==> src/rtl/seq_restoring_divider_16.sv <==
// seq_restoring_divider_16
//   Iterative unsigned divider for the ALU. It uses the restoring algorithm and
//   produces one quotient bit per clock. It returns quotient = dividend / divisor
//   and remainder = dividend % divisor. A zero divisor is caught at capture time
//   and answered in one cycle: quotient = all ones, remainder = dividend,
//   div_by_zero = 1.
// Ports
//   clk, rst_n     rising-edge clock, synchronous active-low reset
//   start          request, accepted only while busy=0
//   dividend       operand, captured on an accepted start
//   divisor        operand, captured on an accepted start
//   busy           high while a division is in flight
//   done           one-cycle pulse when the results update
//   quotient       result, held until the next done
//   remainder      result, held until the next done
//   div_by_zero    divide-by-zero flag, held until the next done
module seq_restoring_divider_16 #(
  parameter int WIDTH = 16
) (
  input  logic             clk,
  input  logic             rst_n,
  input  logic             start,
  input  logic [WIDTH-1:0] dividend,
  input  logic [WIDTH-1:0] divisor,
  output logic             busy,
  output logic             done,
  output logic [WIDTH-1:0] quotient,
  output logic [WIDTH-1:0] remainder,
  output logic             div_by_zero
);

  localparam int CW = $clog2(WIDTH);

  typedef enum logic [1:0] {IDLE, RUN, ZDIV} state_t;

  state_t           state;
  // After each step the partial remainder is always below the divisor, so its
  // top bit is always zero. Only WIDTH bits are stored. The shifted value r_sh
  // carries the full WIDTH+1 bits so that the borrow of the trial subtract is
  // visible.
  logic [WIDTH-1:0] r;
  logic [WIDTH-1:0] q;
  logic [WIDTH-1:0] dvs;
  logic [CW-1:0]    cnt;

  logic [WIDTH:0]   r_sh;
  logic [WIDTH:0]   diff;
  logic [WIDTH-1:0] r_nxt;
  logic [WIDTH-1:0] q_nxt;

  // One restoring step. The trial subtract is written as A + ~B + 1. When
  // diff[WIDTH] is set, a borrow occurred: the shifted remainder is kept and
  // the new quotient bit is 0. On the restore path r_sh < divisor, so its top
  // bit is 0 and dropping that bit loses nothing.
  always_comb begin
    r_sh  = {r, q[WIDTH-1]};
    diff  = r_sh + ~{1'b0, dvs} + {{WIDTH{1'b0}}, 1'b1};
    r_nxt = diff[WIDTH] ? r_sh[WIDTH-1:0] : diff[WIDTH-1:0];
    q_nxt = {q[WIDTH-2:0], ~diff[WIDTH]};
  end

  always_ff @(posedge clk) begin
    if (!rst_n) begin
      state       <= IDLE;
      busy        <= 1'b0;
      done        <= 1'b0;
      div_by_zero <= 1'b0;
      quotient    <= '0;
      remainder   <= '0;
      r           <= '0;
      q           <= '0;
      dvs         <= '0;
      cnt         <= '0;
    end else begin
      done <= 1'b0;
      case (state)
        IDLE: begin
          if (start) begin
            r     <= '0;
            q     <= dividend;
            dvs   <= divisor;
            cnt   <= '0;
            busy  <= 1'b1;
            state <= (divisor == '0) ? ZDIV : RUN;
          end
        end
        RUN: begin
          r   <= r_nxt;
          q   <= q_nxt;
          cnt <= cnt + 1'b1;
          if (cnt == CW'(WIDTH - 1)) begin
            quotient    <= q_nxt;
            remainder   <= r_nxt;
            div_by_zero <= 1'b0;
            done        <= 1'b1;
            busy        <= 1'b0;
            state       <= IDLE;
          end
        end
        ZDIV: begin
          // q still holds the captured dividend.
          quotient    <= '1;
          remainder   <= q;
          div_by_zero <= 1'b1;
          done        <= 1'b1;
          busy        <= 1'b0;
          state       <= IDLE;
        end
        default: state <= IDLE;
      endcase
    end
  end

endmodule
==> config.mk <==
export PLATFORM = sky130hd
export DESIGN_NAME = seq_restoring_divider_16
export DESIGN_NICKNAME = d
export VERILOG_FILES = /design/src/rtl/seq_restoring_divider_16.sv
export SDC_FILE = /design/constraint.sdc
export NUM_CORES = 1
export LEC_CHECK = 0
export ABC_AREA = 1
export CAP_MARGIN = 10
export CORE_MARGIN = 10
export CORE_UTILIZATION = 35
export CTS_BUF_LIST = sky130_fd_sc_hd__clkbuf_4 sky130_fd_sc_hd__clkbuf_8 sky130_fd_sc_hd__clkbuf_16
export CTS_CLUSTER_DIAMETER = 40
export DETAILED_ROUTE_END_ITERATION = 8
export PLACE_DENSITY = 0.63
export SYNTH_ARGS = -nofsm -noshare
export SYNTH_HDL_FRONTEND = slang
export SYNTH_SLANG_ARGS = --single-unit
==> constraint.sdc <==
create_clock -name clk -period 2.5 [get_ports clk]
set_input_delay 0.375 -clock clk [delete_from_list [all_inputs] [get_ports clk]]
set_output_delay 0.375 -clock clk [all_outputs]
set_load 0.05 [all_outputs]
==> reports/qor.csv <==
metric,value,unit
status,completed,
Mapped Cells,747,
row cnt,43,
Residual DRC,0,
# diodes,0,
vias in the first global route,4457,
"Distinct cells, synth",36,
nets@finish,865,
# port buffers,69,
first-pass GRT wire length,22.3,mm
period utilisation layout,0.899,
sequential share of power,0.421,
Gate power share,0.228,
share of post-route cells with drive strength above 1,0.106,
leakage power,2.83,nW
core area,14000,um2
WHS Path Cells,2,
Initial DRT Pass Iterations,5,
worst-path maximum fanout,16,
Crit path required time,2.79,ns
"flops & latches, synth",89,
crit path max-delay cell type,fa_2,
gp weighted congestion,0.876,
post-synth net total,804,
"commonest cells after routing, fill and taps aside","nand2_1 (236), dfxtp_1 (89), inv_1 (78)",
fmax,445,MHz
TritonCTS Buffers,9,
Post-CTS Hold Buffers,0,
Pins Over Slew Limit,0,
Final HPWL DP,10.3,mm
post_cts resized,0,
RSZ-0062 raised after global routing,false,
clock tree buffer depth,2,
Setup Viol. Count Final,0,
routed vias/inst,4.85,
HP Class,register to register,
Synth top area share,0.350,
CP cell instances,inv_1 > ha_1 > fa_2 > inv_1 > nand2_1 > nand2_1 > nand3_1 > nand2_2 > nand2_4 > nand2_4 > nand2_8 > nand2_8 > nand2_4 > nand3_2 > nand2_1 > a21oi_2,
largest net degree at the start of global routing,35,
largest family of logic cells by synthesized area,simple AND/OR/NAND/NOR gates,
Internal,2.47,mW
WS Path Type,register to register,
Total Die Area,19800,um2
die width,141,um
setup tns final,0,ns
Slew headroom,0.524,
"CP delay by family, top",simple AND/OR/NAND/NOR gates,
mux cell area share after synthesis,0,
later-pin clock latency in the skew report,0.35,ns
Least-Margin Pin Slew,0.713,ns
Mapped Avg Cell Area,6.81,um2
"Reg clk slew, reported paths",0.07,ns
post-route cell area,6280,um2
VDD IR-drop max,295,uV
postcts setup bufs,0,
CP Capture Type,register,
area of placed instances,5960,um2
crit path launch type,register,
Post-Route WL,14.0,mm
Synth Area in Compound Gates,0.166,
I/O pin cnt,70,
max cap viols,0,
WP buf/inv,2,
H-Tree Depth,3,
starting density of the core,0.362,
"Seq/Total Area, Yosys",0.350,
switching pwr,1.19,mW
final hold vios,0,
minimum clock period,2.25,ns
Sw Share,0.325,
die height,141,um
Congestion Overflow GR,0,
Synth Area in Simple Gates,0.319,
GRT Total Usage,0.137,
synthesized area,5090,um2
Routed Antenna Nets,0,
Max Clock Skew,0.00576,ns
"slowest stage delay, CP",0.35,ns
clock share of power,0.351,
"commonest non-fill, non-tap cell in the layout",nand2_1,
antenna violations before repair,0,
DR vias,4814,
Levels on crit path,16,
CTS tree,yes,
critical path arrival,2.54,ns
Area Overhead vs Synth,23.4,%
synth top area cells,"dfxtp_1 (35%), nand2_1 (17%), a21oi_1 (6.1%), inv_1 (5.8%), ha_1 (5.2%)",
pwr/cell area,584,nW/um2
clock sink count,89,
Synth Area in XOR/XNOR,0.0138,
Layout fillers,1443,
routed len/inst,14.1,um
worst r2r path cells,16,
Yosys top cell by area,dfxtp_1,
Synthesis Warnings,0,
drt initial violations,288,
Root Driver,clkbuf_16,
post-synthesis adder-cell area fraction,0.0556,
[flip-flops by register name (all words and copies together) (netlist names)]
register / count
div_by_zero: 1
dvs: 16
state: 2
r: 16
q: 16
cnt: 4
busy: 1
done: 1
remainder: 16
quotient: 16
[synthesized netlist by cell type, drive strengths merged]
library cell,number
nand2,254
dfxtp,89
inv,83
a21oi,80
nand3,47
nor2,46
o21ai,46
clkbuf,22
ha,21
a31oi,17
buf,14
xor2,6
nor4,4
and2,3
nand4,3
a211oi,2
a311oi,2
nor3,2
xnor2,2
and3,1
clkinv,1
fa,1
or2,1
[layout make-up]
cell class	count	area, um2	area share
inverters	84	315	0.0502
multi-input cells	540	2860	0.456
clock buffers	10	233	0.0371
flip-flops and latches	89	1780	0.284
clock inverters	6	42.5	0.00678
repair buffers	84	816	0.130
well taps	180	225	0.0359
[worst reg2reg max path, stage by stage (launching register included)]
cell and delay [ns]:
dfxtp_1 0.34, inv_1 0.06, ha_1 0.22, fa_2 0.35, inv_1 0.06, nand2_1 0.04
nand2_1 0.10, nand3_1 0.09, nand2_2 0.13, nand2_4 0.09, nand2_4 0.10, nand2_8 0.12
nand2_8 0.18, nand2_4 0.06, nand3_2 0.05, nand2_1 0.09, a21oi_2 0.12
[kinds of logic after synthesis]
logic type,Yosys count
AOI/OAI and AO/OA,147
buffers and inverters,120
and+or+nand+nor,361
xor gates and xnor gates,8
DFF,89
adders and majority gates,22
[power groups by stage]
stage / Clock, mW / Combinational [mW] / Sequential [mW]
2_1_floorplan: 0 / 0.593 / 1.57
3_3_place_gp: 0 / 0.813 / 1.57
3_5_place_dp: 0 / 0.818 / 1.57
4_1_cts: 1.32 / 0.823 / 1.54
5_1_grt: 1.38 / 0.934 / 1.55
6_report: 1.29 / 0.834 / 1.54
[path summary, 6_finish.rpt]
| check | start | end | slack [ns] |
|---|---|---|---|
| worst max-delay path | q[15]$_SDFFE_PN0P_ | remainder[7]$_SDFFE_PN0P_ | 0.25 |
| worst min-delay path | quotient[12]$_SDFFE_PN0P_ | quotient[12]$_SDFFE_PN0P_ | 0.46 |
| worst max register to register | q[15]$_SDFFE_PN0P_ | remainder[7]$_SDFFE_PN0P_ | 0.25 |
| worst min register to register | quotient[12]$_SDFFE_PN0P_ | quotient[12]$_SDFFE_PN0P_ | 0.46 |
[per-stage QoR]
step	worst slack (ns)	hold WS (ns)	util	instances	total power, mW
6_report	0.253	0.460	0.447	993	3.67
5_1_grt	0.0509	0.477	0.447	993	3.87
4_1_cts	0.136	0.458	0.444	991	3.69
3_5_place_dp	0.154	0.440	0.424	975	2.39
3_3_place_gp	0.245	0.444	0.424	975	2.39
2_1_floorplan	0.357	0.433	-	747	2.16
[routing by layer]
metal	GRT usage	up-vias	wire length, um
li1	-	2542	-
met1	0.168	2176	6470
met2	0.224	77	6660
met3	0.0341	19	586
met4	0.0527	0	238
met5	0	-	0
Note: power is estimated with default switching activity, not from simulation.
